[config.mk]
export PLATFORM = sky130hd
export DESIGN_NAME = switch_sequencer
export DESIGN_NICKNAME = d
export VERILOG_FILES = /design/src/rtl/switch_sequencer.sv
export SDC_FILE = /design/constraint.sdc
export NUM_CORES = 1
export LEC_CHECK = 0
export ABC_CLOCK_PERIOD_IN_PS = 4400
export CAP_MARGIN = 10
export CELL_PAD_IN_SITES_DETAIL_PLACEMENT = 2
export CELL_PAD_IN_SITES_GLOBAL_PLACEMENT = 2
export CORE_AREA = 4 4 117 119
export DETAILED_ROUTE_END_ITERATION = 6
export DIE_AREA = 0 0 121 123
export GPL_TIMING_DRIVEN = 0
export PLACE_DENSITY_LB_ADDON = 0.1
export SYNTH_ARGS = -nofsm -noshare
export SYNTH_HDL_FRONTEND = slang
export SYNTH_SLANG_ARGS = --single-unit
[constraint.sdc]
create_clock -name clk -period 4.4 [get_ports clk]
set_clock_uncertainty 0.2 [all_clocks]
set_input_delay 0.66 -clock clk [delete_from_list [all_inputs] [get_ports clk]]
set_output_delay 0.66 -clock clk [all_outputs]
set_load 0.02 [all_outputs]
[src/rtl/switch_sequencer.sv]
// CPU A/B active-unit switchover: debounces health lines, keeps error tallies,
// picks a target CPU and swaps the host select only once the outgoing TX line is idle.
module switch_sequencer #(
  parameter int DEB_T  = 16,
  parameter int IDLE_T = 3472,
  parameter int HOLD_T = 1000000,
  parameter int CNT_W  = 8
) (
  input  logic             clk,
  input  logic             rst_n,
  input  logic             io_a,
  input  logic             io_b,
  input  logic             force_swi,
  input  logic             com_swi,
  input  logic             srx_cpuA,
  input  logic             srx_cpuB,
  output logic             switch,
  output logic             busy,
  output logic             fault_both,
  output logic             force_rej,
  output logic [CNT_W-1:0] a_err_num,
  output logic [CNT_W-1:0] b_err_num,
  output logic [7:0]       swi_count,
  output logic [1:0]       state_o
);

  localparam int DW = (DEB_T  > 1) ? $clog2(DEB_T + 1)  : 1;
  localparam int IW = (IDLE_T > 1) ? $clog2(IDLE_T + 1) : 1;
  localparam int HW = (HOLD_T > 1) ? $clog2(HOLD_T + 1) : 1;
  localparam logic [CNT_W-1:0] CNT_MAX = '1;

  typedef enum logic [1:0] {
    ST_ACTIVE = 2'd0,
    ST_DRAIN  = 2'd1,
    ST_SWAP   = 2'd2
  } state_t;

  // Index 0 is CPU A, index 1 is CPU B throughout.
  logic [1:0]       io_v;
  logic [1:0]       s1_q, s2_q, err_q, err_prev_q;
  logic [DW-1:0]    deb_q [2];
  logic             force_prev_q;
  logic [CNT_W-1:0] a_q, b_q, a_d, b_d;
  logic             fault_q, rej_q;
  state_t           state_q;
  logic             switch_q, busy_q, fpend_q, ftgt_q;
  logic [7:0]       swi_q;
  logic [HW-1:0]    hold_q;
  logic [IW-1:0]    idle_q;

  logic [1:0] rise;
  logic       force_edge, tgt_err, force_acc, force_rej_d;
  logic       err_sw, srx_cur, target;

  assign io_v = {io_b, io_a};

  always_ff @(posedge clk or negedge rst_n) begin
    if (!rst_n) begin
      s1_q       <= 2'b11;
      s2_q       <= 2'b11;
      err_q      <= 2'b00;
      err_prev_q <= 2'b00;
      deb_q[0]   <= '0;
      deb_q[1]   <= '0;
    end else begin
      s1_q       <= io_v;
      s2_q       <= s1_q;
      err_prev_q <= err_q;
      for (int i = 0; i < 2; i++) begin
        // A low sample disagrees with err=0 and a high sample with err=1.
        if (s2_q[i] == err_q[i]) begin
          if (deb_q[i] == DW'(DEB_T - 1)) begin
            err_q[i] <= ~err_q[i];
            deb_q[i] <= '0;
          end else begin
            deb_q[i] <= deb_q[i] + DW'(1);
          end
        end else begin
          deb_q[i] <= '0;
        end
      end
    end
  end

  assign rise        = err_q & ~err_prev_q;
  assign force_edge  = force_swi & ~force_prev_q;
  assign tgt_err     = com_swi ? err_q[1] : err_q[0];
  assign force_acc   = force_edge & ~tgt_err;
  assign force_rej_d = force_edge & tgt_err;

  always_comb begin
    a_d = a_q;
    b_d = b_q;
    if (force_acc) begin
      a_d = '0;
      b_d = '0;
    end else begin
      // Halving both keeps the A/B ordering while making room for the increment.
      if ((rise[0] && (a_q == CNT_MAX)) || (rise[1] && (b_q == CNT_MAX))) begin
        a_d = a_q >> 1;
        b_d = b_q >> 1;
      end
      a_d = a_d + CNT_W'(rise[0]);
      b_d = b_d + CNT_W'(rise[1]);
    end
  end

  always_ff @(posedge clk or negedge rst_n) begin
    if (!rst_n) begin
      force_prev_q <= 1'b0;
      a_q          <= '0;
      b_q          <= '0;
      fault_q      <= 1'b0;
      rej_q        <= 1'b0;
    end else begin
      force_prev_q <= force_swi;
      a_q          <= a_d;
      b_q          <= b_d;
      fault_q      <= err_q[0] & err_q[1];
      rej_q        <= force_rej_d;
    end
  end

  assign err_sw  = switch_q ? err_q[1] : err_q[0];
  assign srx_cur = switch_q ? srx_cpuB : srx_cpuA;

  always_comb begin
    target = switch_q;
    if (err_q[0] && !err_q[1])      target = 1'b1;
    else if (err_q[1] && !err_q[0]) target = 1'b0;
    else if (err_q[0] && err_q[1])  target = switch_q;
    else if (fpend_q)               target = ftgt_q;
    else if (a_q > b_q)             target = 1'b1;
    else if (a_q < b_q)             target = 1'b0;
  end

  always_ff @(posedge clk or negedge rst_n) begin
    if (!rst_n) begin
      state_q  <= ST_ACTIVE;
      switch_q <= 1'b0;
      busy_q   <= 1'b0;
      swi_q    <= '0;
      hold_q   <= '0;
      idle_q   <= '0;
      fpend_q  <= 1'b0;
      ftgt_q   <= 1'b0;
    end else begin
      if (hold_q != '0) hold_q <= hold_q - HW'(1);
      case (state_q)
        ST_ACTIVE: begin
          if ((target != switch_q) && ((hold_q == '0) || fpend_q || err_sw)) begin
            state_q <= ST_DRAIN;
            busy_q  <= 1'b1;
            idle_q  <= '0;
          end
        end
        ST_DRAIN: begin
          if (target == switch_q) begin
            state_q <= ST_ACTIVE;
            busy_q  <= 1'b0;
          end else if (err_sw || (srx_cur && (idle_q == IW'(IDLE_T - 1)))) begin
            state_q <= ST_SWAP;
          end else if (srx_cur) begin
            idle_q <= idle_q + IW'(1);
          end else begin
            idle_q <= '0;
          end
        end
        ST_SWAP: begin
          switch_q <= ~switch_q;
          swi_q    <= swi_q + 8'd1;
          hold_q   <= HW'(HOLD_T - 1);
          state_q  <= ST_ACTIVE;
          busy_q   <= 1'b0;
        end
        default: begin
          state_q <= ST_ACTIVE;
          busy_q  <= 1'b0;
        end
      endcase
      // A request for the CPU already active is accepted but needs no swap.
      if (force_acc) begin
        if (com_swi == switch_q) begin
          fpend_q <= 1'b0;
        end else begin
          fpend_q <= 1'b1;
          ftgt_q  <= com_swi;
        end
      end else if (state_q == ST_SWAP) begin
        fpend_q <= 1'b0;
      end
    end
  end

  assign switch     = switch_q;
  assign busy       = busy_q;
  assign fault_both = fault_q;
  assign force_rej  = rej_q;
  assign a_err_num  = a_q;
  assign b_err_num  = b_q;
  assign swi_count  = swi_q;
  assign state_o    = state_q;

endmodule

After elaboration in Yosys (flattened, before gate mapping)
Index checks and enable logic that the tools add are counted.
{ "classes": {"div": 0, "n_mux": 36, "mul": 0, "magnitude_cmp": 2, "addsub": 7, "n_shift": 0, "eq_ne": 17, "n_bitwise": 12, "n_reduce_logical": 25} }
{ "op_table": {"columns": ["operator", "n"], "rows": [
  ["12-bit two-way mux", 4],
  ["8-bit two-way mux", 6],
  ["20-bit two-way mux", 2],
  ["12-bit case mux with 2 select lines", 1],
  ["20-bit logical NOT", 1],
  ["5-bit two-way mux", 4],
  ["20-bit nonzero test", 1],
  ["20-bit by 1-bit subtractor with 20-bit output, second input constant", 1],
  ["8-bit by 1-bit adder with 8-bit output", 2],
  ["8-bit == test, second input constant", 2],
  ["1-bit two-way mux", 14],
  ["12-bit by 1-bit adder with 12-bit output, second input constant", 1],
  ["12-bit == test, second input constant", 1],
  ["5-bit by 1-bit adder with 5-bit output, second input constant", 2],
  ["5-bit by 4-bit == test with 1-bit output, second input constant", 2],
  ["2-bit AND reduction", 5],
  ["8-bit by 1-bit adder with 8-bit output, second input constant", 1],
  ["8-bit greater-than comparator", 1],
  ["8-bit less-than comparator", 1],
  ["2-bit inequality test, second input constant", 4],
  ["1-bit logical AND", 7],
  ["2-bit two-way mux", 3],
  ["1-bit inverter", 6],
  ["2-bit nonzero test", 3],
  ["other kinds (14)", 24]
]} }
{ "totals": {"ramBits": 0, "memories": 0, "latch_bits": 0, "romBits": 0, "ff_bits": 83, "output_inout_bits": 30} }

Longest topological paths before layout
{ "logic_depth": {"word_depth": 11, "depth_mapped": 16, "ltp_nobuf": 13} }

Worst setup path after synthesis
No wires, ideal clock.
{ "synth_timing": {"kind": "reg2reg", "from": "register b_q[7] (netlist: b_err_num[7])", "to": "register b_q[6] (netlist: b_err_num[6])", "setup_ps": 136, "n_path_buf": 2, "setup_slack_ps": 1182, "arrival_ps": 2881, "path_stages_with_launch": 15, "required_ps": 4064, "cell_sequence": "dfrtp_1 nand4_1 nor4_2 nor2_1 clkbuf_1 clkbuf_1 o21ai_0 ha_1 ha_1 nand3_1 nor2_1 nor2_1 o21a_1 a21oi_1 a21oi_1"} }
{ "synth_between": {"elab_chain_len": 7} }
{ "synth_lines": {"columns": ["element", "line", "source"], "rows": [
  ["start, declared", "43", "logic [CNT_W-1:0] a_q, b_q, a_d, b_d;"],
  ["start signal, assigned", "112", "b_q <= '0;"],
  ["start signal, assigned", "118", "b_q <= b_d;"],
  ["8-bit == test", "99", "if ((rise[0] && (a_q == CNT_MAX)) || (rise[1] && (b_q == CNT_MAX))) begin"],
  ["1-bit logical AND", "99", null],
  ["1-bit logical OR", "99", null],
  ["8-bit two-way mux *", "99", null],
  ["8-bit two-way mux *", "94", "if (force_acc) begin"],
  ["8-bit by 1-bit adder with 8-bit output *", "104", "b_d = b_d + CNT_W'(rise[1]);"],
  ["8-bit two-way mux *", "94", null],
  ["net b_d[6]", "43", null]
]} }
The timed path passes the listed nets; every way through them passes the cells marked *. The select of a mux whose other input is x is not followed.
A chain may end at the register's enable or synchronous reset.

Final worst setup path
Ends and elaborated chain as after synthesis.

==> results.py <==
metrics = {
    "cells_and_area": {
        "layout.nets": 550,
        "fill_cells": 1364,
        "n_antenna_cell": 0,
        "area_growth_pct": 20.36,
        "drive_gt1_share_pct": 9.623,
        "final_util_pct": 44.38,
    },
    "sta": {
        "clock.fmax_mhz": 249.1,
        "setup-violations-final": 0,
        "tightest_slew_ns": 0.9136,
        "slew_headroom_pct": 38.43,
        "finalHoldViolCount": 0,
        "slew_viol_final": 0,
        "rsz0062_at_grt": "no",
        "finalCriticalPeriod_ns": 4.014,
        "fin_crit_sh_pct": 91.23,
    },
    "power_and_ir_drop": {
        "leakagePower_nw": 2.427,
        "finalPower_w": 0.002234,
        "ir_drop_mv": 0.2774,
        "power.density_nw_per_um2": 400.4,
    },
    "synth": {
        "synthMuxAreaShare_pct": 1.809,
        "postSynthAreaPerCell_um2": 9.716,
        "synth_top_family_by_area": "simple AND/OR/NAND/NOR gates",
        "netlist_instances": 477,
        "ys_top_cells_by_area": "dfrtp_1, ha_1, nand2_1",
        "synth_compound_area_share_pct": 15.04,
        "synth-edff-count": 0,
        "synthAdderAreaFrac_pct": 4.590,
        "synth_xor_area_share_pct": 5.859,
        "ys_warn_count": 0,
        "yosysSeqAreaShare_pct": 44.92,
        "synth_ff_type": "dfrtp_1",
        "synth_common_cells": "dfrtp_1, nand2_1, nor2_1",
        "synth_nets": 502,
        "synth.distinct_cells": 59,
        "yosys.area.top_type": "dfrtp_1",
        "syn_area_um2": 4634,
        "yosysMostFrequentCell": "dfrtp_1",
        "ys_ff_latch": 83,
        "yosys.area_share.simple_pct": 23.76,
        "yosysTopAreaCellShare_pct": 42.66,
        "async_flop_share_pct": 100.0,
    },
    "global_routing": {
        "antenna_found_initial": 0,
        "grt_max_degree": 52,
        "grt_pass1_wl_um": 22430,
        "track_usage_pct": 19.08,
        "first_global_vias": 4432,
        "grt.overflow.total": 0,
    },
    "run": {
        "cap_violations": 0,
    },
    "hold_path": {
        "hold_path_class": "in2async",
    },
    "clock_network": {
        "post_cts_resized": 0,
        "cts-buffers-inserted": 9,
        "cts-root-buf": "clkbuf_16",
        "cts.htree.levels": 3,
        "postCtsHoldBufs": 0,
        "clkSinkCount": 83,
        "cts_setup_buffers": 0,
        "cts.clk_slew.worst_paths_ns": 0.06,
        "clockBufferDepth": 2,
        "clock_latency_ns": 0.35,
        "cts_tree": "done",
    },
    "route": {
        "vias": 3829,
        "avgRoutedWirePerCell_um": 18.74,
        "viasPerCell": 5.454,
        "routed_wl_um": 13150,
        "first_pass_iters": 4,
        "drtIter0Drc": 140,
        "drc": 0,
        "final_antenna_net_count": 0,
    },
    "die": {
        "core-area_um2": 12570,
        "die_area_um2": 14880,
        "start_util_pct": 36.87,
        "die_w_um": 121,
        "std_cell_rows": 41,
        "io_pins": 38,
        "die_y_um": 123,
    },
    "worst_setup_path": {
        "critPathKind": "reg2reg",
        "arrival_ns": 4.02,
        "cp_cell_sequence": "nand4_1 > nor4_4 > nor2_1 > clkbuf_1 > clkbuf_1 > o21ai_0 > ha_1 > ha_1 > nand3_1 > nor2_1 > nor2_1 > o21a_1 > a21oi_1 > a21oi_1",
        "crit_family": "simple AND/OR/NAND/NOR gates",
        "cp.required_ns": 4.40,
        "critPathCaptureType": "flip-flop",
        "critical_path.most_common_cell": "nor2_1",
        "r2r_setup_slack_ns": 0.39,
        "crit_path_start_kind": "flip-flop",
        "path_buf_inv": 2,
        "worst_path_largest_cell_delay_ns": 0.51,
        "cp_max_fo": 10,
        "slowest_stage": "dfrtp_1",
    },
    "place": {
        "numPortBuffers": 37,
        "routabilityCongestion": 0.7771,
        "post-dp-hpwl_um": 9279,
    },
    "run_status": {
        "run_status": "finished, final reports clean",
    },
}
## layout by cell type (no fill, tap or decap), types with 10 or more instances in the layout
| cell type | n |
|---|---|
| dfrtp_1 | 79 |
| nand2_1 | 50 |
| nor2_1 | 49 |
| clkdlybuf4s50_1 | 36 |
| nand3_1 | 24 |
| inv_1 | 20 |
| o21ai_0 | 17 |
| xnor2_1 | 17 |
| ha_1 | 17 |
| a21oi_1 | 16 |
| xor2_1 | 14 |
| nor3_1 | 14 |
| o41ai_1 | 13 |
| and2_1 | 11 |
| clkbuf_1 | 10 |
## stage by stage
step / cell area [µm²] / std cells / TNS, ns / hold WS [ns] / setup slack (ns)
after global placement: 5220 / 686 / -61.63 / 0.1472 / -0.7880
final: 5578 / 702 / 0 / 0.06902 / 0.3858
after detailed placement: 5245 / 687 / 0 / 0.1481 / 0.2356
after CTS: 5567 / 703 / 0 / 0.07836 / 0.1503
after floorplan: 4634 / 477 / 0 / 0.1452 / 1.182
after global routing: 5578 / 702 / 0 / 0.09561 / 0.04806
## cells by family (layout without fill, tap and decap cells)
group                    Yosys count  in the layout
AND/OR/NAND/NOR                  209            209
adder cells (fa/ha/maj)           17             17
XOR/XNOR                          31             31
flip-flops                        83             83
AO/OA/AOI/OAI                     91             91
multiplexers                       8              8
buffers and inverters             38             91
## layout make-up
type / instances / area, µm² / share of cell area, %
buffer: 16 / 103.9 / 1.862
clock buffer: 12 / 246.5 / 4.419
clock inverter: 4 / 75.07 / 1.346
inverter: 21 / 78.83 / 1.413
multi-input combinational: 356 / 2381 / 42.69
sequential: 83 / 2082 / 37.33
tap: 172 / 215.2 / 3.858
timing repair buffer: 38 / 395.4 / 7.088
## routing by layer
| metal | vias to the layer above | global-route usage, % | part of all wire, % |
|---|---|---|---|
| met5 | - | 0 | 0 |
| met4 | 0 | 7.295 | 1.9 |
| met3 | 20 | 4.117 | 2.8 |
| met2 | 44 | 33.34 | 50 |
| met1 | 1953 | 23.07 | 45 |
| li1 | 1812 | - | - |
## flip-flops by register name, indices dropped and copies added (netlist names)
register,count
hold_q,20
idle_q,12
deb_q,10
a_err_num,8
b_err_num,8
swi_count,8
err_prev_q,2
err_q,2
s1_q,2
s2_q,2
state_o,2
busy,1
fault_both,1
force_prev_q,1
force_rej,1
fpend_q,1
ftgt_q,1
switch,1
## worst paths after layout
path	start	endpoint	cells past startpoint
max	b_err_num[7]	b_err_num[6]	14
min	rst_n	deb_q[5]	1
max reg2reg	b_err_num[7]	b_err_num[6]	14
min reg2reg	s1_q[1]	s2_q[1]	0
max in group asynchronous	rst_n	s1_q[0]	2
min in group clk	s1_q[1]	s2_q[1]	0
## report_power, final
group | total, W | internal [W] | switching [W]
registers | 0.00100 | 0.000864 | 0.000136
logic | 0.000396 | 0.000169 | 0.000227
clock network | 0.000837 | 0.000514 | 0.000324
## worst register-to-register path, delay by kind of cell (launching register included)
| family | cells | cell delay [ns] |
|---|---|---|
| compound gates | 4 | 0.69 |
| fa+ha+maj | 2 | 0.53 |
| buf+inv | 2 | 0.64 |
| flops | 1 | 0.51 |
| simple gates | 6 | 1.30 |
(Power assumes the default switching activity.)
